===== config.mk =====
export PLATFORM = sky130hd
export DESIGN_NAME = irq_arbiter
export DESIGN_NICKNAME = d
export VERILOG_FILES = /design/src/rtl/irq_pkg.sv /design/src/rtl/irq_pick.sv /design/src/rtl/irq_arbiter.sv
export SDC_FILE = /design/constraint.sdc
export NUM_CORES = 1
export LEC_CHECK = 0
export CORE_ASPECT_RATIO = 0.7
export CORE_MARGIN = 2
export CORE_UTILIZATION = 48
export DETAILED_ROUTE_END_ITERATION = 6
export HOLD_SLACK_MARGIN = 0.03
export PLACE_DENSITY = 0.77
export SLEW_MARGIN = 20
export SYNTH_ARGS = -nofsm -noshare
export SYNTH_HDL_FRONTEND = slang
export SYNTH_SLANG_ARGS = --single-unit

===== constraint.sdc =====
create_clock -name clk -period 3 [get_ports clk]
set_input_delay 0.45 -clock clk [delete_from_list [all_inputs] [get_ports clk]]
set_output_delay 0.45 -clock clk [all_outputs]
set_load 0.05 [all_outputs]

===== src/rtl/irq_pkg.sv =====
// Shared types and constants for the irq_arbiter interrupt controller.
package irq_pkg;

    localparam int unsigned ID_W   = 3;
    localparam int unsigned ADDR_W = 3;
    localparam int unsigned DATA_W = 32;

    typedef enum logic [1:0] {
        S_IDLE = 2'd0,
        S_REQ  = 2'd1,
        S_ACT  = 2'd2
    } state_t;

    localparam logic [ADDR_W-1:0] REG_MASK     = 3'd0;
    localparam logic [ADDR_W-1:0] REG_PENDING  = 3'd1;
    localparam logic [ADDR_W-1:0] REG_VEC_BASE = 3'd2;
    localparam logic [ADDR_W-1:0] REG_EOI      = 3'd3;
    localparam logic [ADDR_W-1:0] REG_STATUS   = 3'd4;

    typedef struct packed {
        logic            active;
        state_t          state;
        logic [ID_W-1:0] id;
    } status_t;

    // ISR vector: base plus id scaled by the vector stride, wrapping at 32 bits.
    function automatic logic [DATA_W-1:0] vec_addr(input logic [DATA_W-1:0] base,
                                                   input logic [ID_W-1:0]   id,
                                                   input int unsigned       shift);
        return base + (DATA_W'(id) << shift);
    endfunction

endpackage


===== src/rtl/irq_pick.sv =====
// Combinational winner picker: fixed lowest-index priority, or round-robin
// after last_id when IRQ_ROUND_ROBIN_EN is defined.
module irq_pick
    import irq_pkg::*;
#(
    parameter int unsigned N_SRC = 4
) (
    input  logic [N_SRC-1:0] req,
`ifdef IRQ_ROUND_ROBIN_EN
    input  logic [ID_W-1:0]  last_id,
`endif
    output logic             valid,
    output logic [ID_W-1:0]  id
);

`ifdef IRQ_ROUND_ROBIN_EN
    int best;

    // Rank each source by its distance upward from last_id+1; smallest rank wins.
    always_comb begin
        valid = |req;
        id    = '0;
        best  = int'(N_SRC);
        for (int i = 0; i < int'(N_SRC); i++) begin
            if (req[i] && (((i + int'(N_SRC) - 1 - int'(last_id)) % int'(N_SRC)) < best)) begin
                best = (i + int'(N_SRC) - 1 - int'(last_id)) % int'(N_SRC);
                id   = ID_W'(i);
            end
        end
    end
`else
    // Scan downward so the lowest set index is the last one written.
    always_comb begin
        valid = |req;
        id    = '0;
        for (int i = int'(N_SRC) - 1; i >= 0; i--) begin
            if (req[i]) begin
                id = ID_W'(i);
            end
        end
    end
`endif

endmodule


===== src/rtl/irq_arbiter.sv =====
// Interrupt controller for the mips core: edge capture, mask, single grant
// with ack/EOI handshake. Optional IRQ_ROUND_ROBIN_EN selects round-robin winner.
module irq_arbiter
    import irq_pkg::*;
#(
    parameter int unsigned       N_SRC        = 4,
    parameter int unsigned       VEC_SHIFT    = 4,
    parameter logic [DATA_W-1:0] VEC_BASE_RST = 32'h20
) (
    input  logic                 clk,
    input  logic                 rst,
    input  logic [N_SRC-1:0]     src_irq,
    input  logic                 bus_we,
    input  logic [ADDR_W-1:0]    bus_addr,
    input  logic [DATA_W-1:0]    bus_wd,
    output logic [DATA_W-1:0]    bus_rd,
    output logic                 irq,
    output logic [DATA_W-1:0]    irq_addr,
    input  logic                 irq_ack,
    output logic                 active
);

    localparam logic [DATA_W-1:0] VEC_KEEP = ~((DATA_W'(1) << VEC_SHIFT) - DATA_W'(1));

    logic [N_SRC-1:0]  src_q;
    logic [N_SRC-1:0]  pending;
    logic [N_SRC-1:0]  mask;
    logic [DATA_W-1:0] vec_base;
    state_t            state;
    logic [ID_W-1:0]   id;

    logic [N_SRC-1:0]  edge_set;
    logic [N_SRC-1:0]  w1c_clr;
    logic [N_SRC-1:0]  grant_clr;
    logic              ack_take;
    logic              eoi_wr;
    logic              pick_valid;
    logic [ID_W-1:0]   pick_id;
    status_t           status;

`ifdef IRQ_ROUND_ROBIN_EN
    logic [ID_W-1:0]   last_id;
`endif

    assign edge_set  = src_irq & ~src_q;
    assign w1c_clr   = (bus_we && bus_addr == REG_PENDING) ? bus_wd[N_SRC-1:0] : '0;
    assign ack_take  = (state == S_REQ) && irq_ack;
    assign grant_clr = ack_take ? (N_SRC'(1) << id) : '0;
    assign eoi_wr    = bus_we && (bus_addr == REG_EOI);

    irq_pick #(
        .N_SRC   (N_SRC)
    ) u_pick (
        .req     (pending & mask),
`ifdef IRQ_ROUND_ROBIN_EN
        .last_id (last_id),
`endif
        .valid   (pick_valid),
        .id      (pick_id)
    );

    // Previous-cycle source levels for rising-edge detection.
    always_ff @(posedge clk or posedge rst) begin
        if (rst) begin
            src_q <= '0;
        end else begin
            src_q <= src_irq;
        end
    end

    // A new edge wins over both software clear and grant clear in the same cycle.
    always_ff @(posedge clk or posedge rst) begin
        if (rst) begin
            pending <= '0;
        end else begin
            pending <= (pending & ~w1c_clr & ~grant_clr) | edge_set;
        end
    end

    // Software-writable configuration registers.
    always_ff @(posedge clk or posedge rst) begin
        if (rst) begin
            mask     <= '0;
            vec_base <= VEC_BASE_RST & VEC_KEEP;
        end else if (bus_we) begin
            if (bus_addr == REG_MASK) begin
                mask <= bus_wd[N_SRC-1:0];
            end
            if (bus_addr == REG_VEC_BASE) begin
                vec_base <= bus_wd & VEC_KEEP;
            end
        end
    end

    // Grant FSM: request held stable until acked, service held until EOI.
    always_ff @(posedge clk or posedge rst) begin
        if (rst) begin
            state    <= S_IDLE;
            id       <= '0;
            irq      <= 1'b0;
            irq_addr <= '0;
            active   <= 1'b0;
        end else begin
            case (state)
                S_IDLE: begin
                    if (pick_valid) begin
                        state    <= S_REQ;
                        id       <= pick_id;
                        irq      <= 1'b1;
                        irq_addr <= vec_addr(vec_base, pick_id, VEC_SHIFT);
                    end
                end
                S_REQ: begin
                    if (irq_ack) begin
                        state    <= S_ACT;
                        irq      <= 1'b0;
                        irq_addr <= '0;
                        active   <= 1'b1;
                    end
                end
                S_ACT: begin
                    if (eoi_wr) begin
                        state  <= S_IDLE;
                        active <= 1'b0;
                    end
                end
                default: begin
                    state    <= S_IDLE;
                    irq      <= 1'b0;
                    irq_addr <= '0;
                    active   <= 1'b0;
                end
            endcase
        end
    end

`ifdef IRQ_ROUND_ROBIN_EN
    // Round-robin pointer advances only when the core takes the vector.
    always_ff @(posedge clk or posedge rst) begin
        if (rst) begin
            last_id <= ID_W'(N_SRC - 1);
        end else if (ack_take) begin
            last_id <= id;
        end
    end
`endif

    assign status = '{active: active, state: state, id: id};

    // Register read mux, combinational on bus_addr.
    always_comb begin
        bus_rd = '0;
        case (bus_addr)
            REG_MASK:     bus_rd = DATA_W'(mask);
            REG_PENDING:  bus_rd = DATA_W'(pending);
            REG_VEC_BASE: bus_rd = vec_base;
            REG_STATUS:   bus_rd = DATA_W'(status);
            default:      bus_rd = '0;
        endcase
    end

endmodule


==> results.json <==
{
  "viasPerCell": 5.83,
  "clk_pin_slew_ps": 60,
  "period_share": 0.909,
  "final_area_um2": 5510,
  "syn_inst": 355,
  "cp_max_fo": 14,
  "skew_ps": 5.89,
  "antenna_cells": 0,
  "core-area_um2": 7840,
  "max_freq_ghz": 0.367,
  "cts_buffer_depth": 2,
  "place_hpwl_um": 7580,
  "cp_num_buf_inv": 0,
  "dieArea_um2": 8780,
  "std_cell_rows": 27,
  "hold_path_depth": 1,
  "yosysUniqueCellTypes": 52,
  "ys_seq_elements": 74,
  "placed_area_um2": 5250,
  "r2r_cells": 7,
  "n_fill_cell": 587,
  "cp_data_arrival_time_ps": 2940,
  "r2r_start": "pending[0]$_DFF_PP0_",
  "cts.repair.resized": 0,
  "wl_um": 10500,
  "synth_edf_count": 0,
  "cp-end-kind": "flip-flop",
  "tightest_slew_ps": 898,
  "required_ps": 3210,
  "crit_path_start_kind": "flip-flop",
  "overflow": 0,
  "grt_pass1_vias": 3319,
  "maxCapViolations": 0,
  "ant_nets": 0,
  "total_leakage_power_nw": 2.36,
  "syn_area_um2": 3850,
  "grt_max_degree": 53,
  "syn2layout_area_growth_pct": 43.0,
  "start_util": 0.492,
  "grt_pass1_wl_um": 17200,
  "hold_buffers": 0,
  "worstSetupPathType": "reg -> reg",
  "slew_viol_final": 0,
  "internal-power_mw": 2.79,
  "clkPwrFrac": 0.195,
  "hp-start": "src_q[1]$_DFF_PP0_",
  "antenna_found_initial": 0,
  "drc": 0,
  "critical-path-slowest-cell": "or4_1",
  "synth_flop_cell": "dfrtp_1",
  "routabilityCongestion": 0.947,
  "ys.warnings.count": 0,
  "post_cts_buffers": 0,
  "setup_viol": 0,
  "cts-root-buf": "clkbuf_16",
  "dr.first_iter.drc_count": 243,
  "p_per_area_nw_per_um2": 885,
  "vdd_drop_max_mv": 0.476,
  "rsz0062_at_grt": "false",
  "cts_tree": "done",
  "syn_area_per_cell_um2": 10.9,
  "switchingPower_mw": 2.09,
  "cts_sinks": 74,
  "dr.pass1.iters": 4,
  "relSlewSlack": 0.393,
  "clock_latency_ps": 330,
  "finalHoldViolCount": 0,
  "io_pins": 109,
  "via_count": 3305,
  "crit_chain": "a22oi_1, nor2b_1, ha_1, a21oi_1, or4_1, o311a_1, a221o_1",
  "numPortBuffers": 104,
  "hold_path_class": "reg -> reg",
  "r2r_end": "irq_addr[29]$_DFFE_PP0P_",
  "cts_buffers": 9,
  "die_height_um": 79.0,
  "reg2reg_slack_ps": 270,
  "critPathMaxStageDelay_ps": 770,
  "sw_frac_of_total": 0.429,
  "status": "completed",
  "sequentialPowerShare": 0.338,
  "synthArstFlopShare": 1.00,
  "die_w_um": 111,
  "nets": 507,
  "cts_max_level": 3,
  "drive_gt1_frac": 0.212,
  "min_period_ps": 2730,
  "tns_ps": 0,
  "min_to": "pending[1]$_DFF_PP0_",
  "ys_seq_area_frac": 0.481,
  "grtUsageTotal": 0.248,
  "cp_top_family": "simple AND/OR/NAND/NOR gates",
  "p_comb_frac": 0.467,
  "routedWlPerCell_um": 18.5
}
[cell type report]
class,count,area (um^2),area share
multi-input combinational,249,1820,0.330
clock buffer,12,236,0.0429
timing repair buffer,119,1420,0.258
inverter,8,30.0,0.00545
clock inverter,4,22.5,0.00409
sequential,74,1850,0.336
tap,101,126,0.0229
[worst max path at each step]
stage	start	to	cells past startpoint
finish	pending[0]$_DFF_PP0_	irq_addr[29]$_DFFE_PP0P_	7
global placement	pending[3]$_DFF_PP0_	irq_addr[23]$_DFFE_PP0P_	7
CTS	pending[0]$_DFF_PP0_	irq_addr[29]$_DFFE_PP0P_	7
detailed placement	pending[0]$_DFF_PP0_	irq_addr[29]$_DFFE_PP0P_	7
floorplan	pending[3]$_DFF_PP0_	irq_addr[19]$_DFFE_PP0P_	9
global route	pending[0]$_DFF_PP0_	irq_addr[23]$_DFFE_PP0P_	7
[placed cells by master (no fill, tap or decap), drive strengths merged, types with 7 or more instances in the layout]
cell type / n
dfrtp: 73
clkdlybuf4s50: 72
buf: 47
mux2: 31
and2: 28
nor2: 19
nand3: 19
nand2: 15
clkbuf: 12
a22o: 10
nor3: 10
nor4: 8
nand4: 8
inv: 8
xor2: 7
o311a: 7
a221o: 7
o21ai: 7
[sequential cells by signal (all words and copies together), names as in the netlist]
register / flops
irq_addr: 28
vec_base: 28
id: 2
irq: 1
pending: 4
active: 1
src_q: 4
mask: 4
state: 2
[synth_stat cells (all sizes together) (3+ instances only)]
cell type	instances	area (um^2)
dfrtp	73	1830
mux2	31	349
and2	28	176
buf	19	141
nand3	19	100
nor2	19	71.3
nand2	15	56.3
a22o	10	87.6
nor3	10	50.1
clkbuf	8	30.0
inv	8	30.0
nand4	8	56.3
nor4	8	50.1
a221o	7	70.1
o21ai	7	35.0
o311a	7	70.1
xor2	7	61.3
a211o	6	52.6
xnor2	6	52.6
a21oi	5	25.0
o211a	5	50.1
o31ai	5	37.5
a22oi	4	30.0
a31oi	4	25.0
mux2i	4	40.0
nor2b	4	25.0
a21o	3	22.5
or4	3	22.5
[worst reg2reg max path, stage by stage, from the launching register on]
cell and delay [ps]:
dfrtp_1 410, a22oi_1 240, nor2b_1 290, ha_1 210, a21oi_1 60, or4_1 770
o311a_1 390, a221o_1 250
[power by group through the flow]
stage	Combinational, mW	Sequential, mW	Clock [mW]
2_1_floorplan	1.06	2.09	0
3_3_place_gp	2.23	1.63	0
3_5_place_dp	2.26	1.65	0
4_1_cts	2.28	1.64	0.960
5_1_grt	2.41	1.69	1.00
6_report	2.28	1.65	0.951
[through the flow]
stage           util  cells  setup slack (ps)  hold slack [ps]  power, mW
6_report       0.703    567               273              420       4.88
5_1_grt        0.703    567              54.5              442       5.11
4_1_cts        0.703    567               295              421       4.88
2_1_floorplan      -    358               417              400       3.15
3_3_place_gp   0.670    551               407              415       3.86
3_5_place_dp   0.670    551               312              413       3.91
[routing by layer]
metal  track usage  share of wire
met5             0              0
met4        0.0630          0.013
met3        0.0733          0.074
met2         0.385           0.46
met1         0.345           0.45
[cell families (layout without fill, tap and decap cells)]
logic type | count (synthesis) | after routing | synth area share
flip-flops | 74 | 74 | 0.481
XOR/XNOR | 13 | 13 | 0.0295
other | 1 | 4 | 0.000973
buffers and inverters | 35 | 143 | 0.0523
multiplexers | 35 | 35 | 0.101
AND/OR/NAND/NOR | 126 | 126 | 0.182
AO/OA/AOI/OAI | 68 | 68 | 0.142
adder cells (fa/ha/maj) | 3 | 3 | 0.0117
Power figures use the tool's default switching activity.
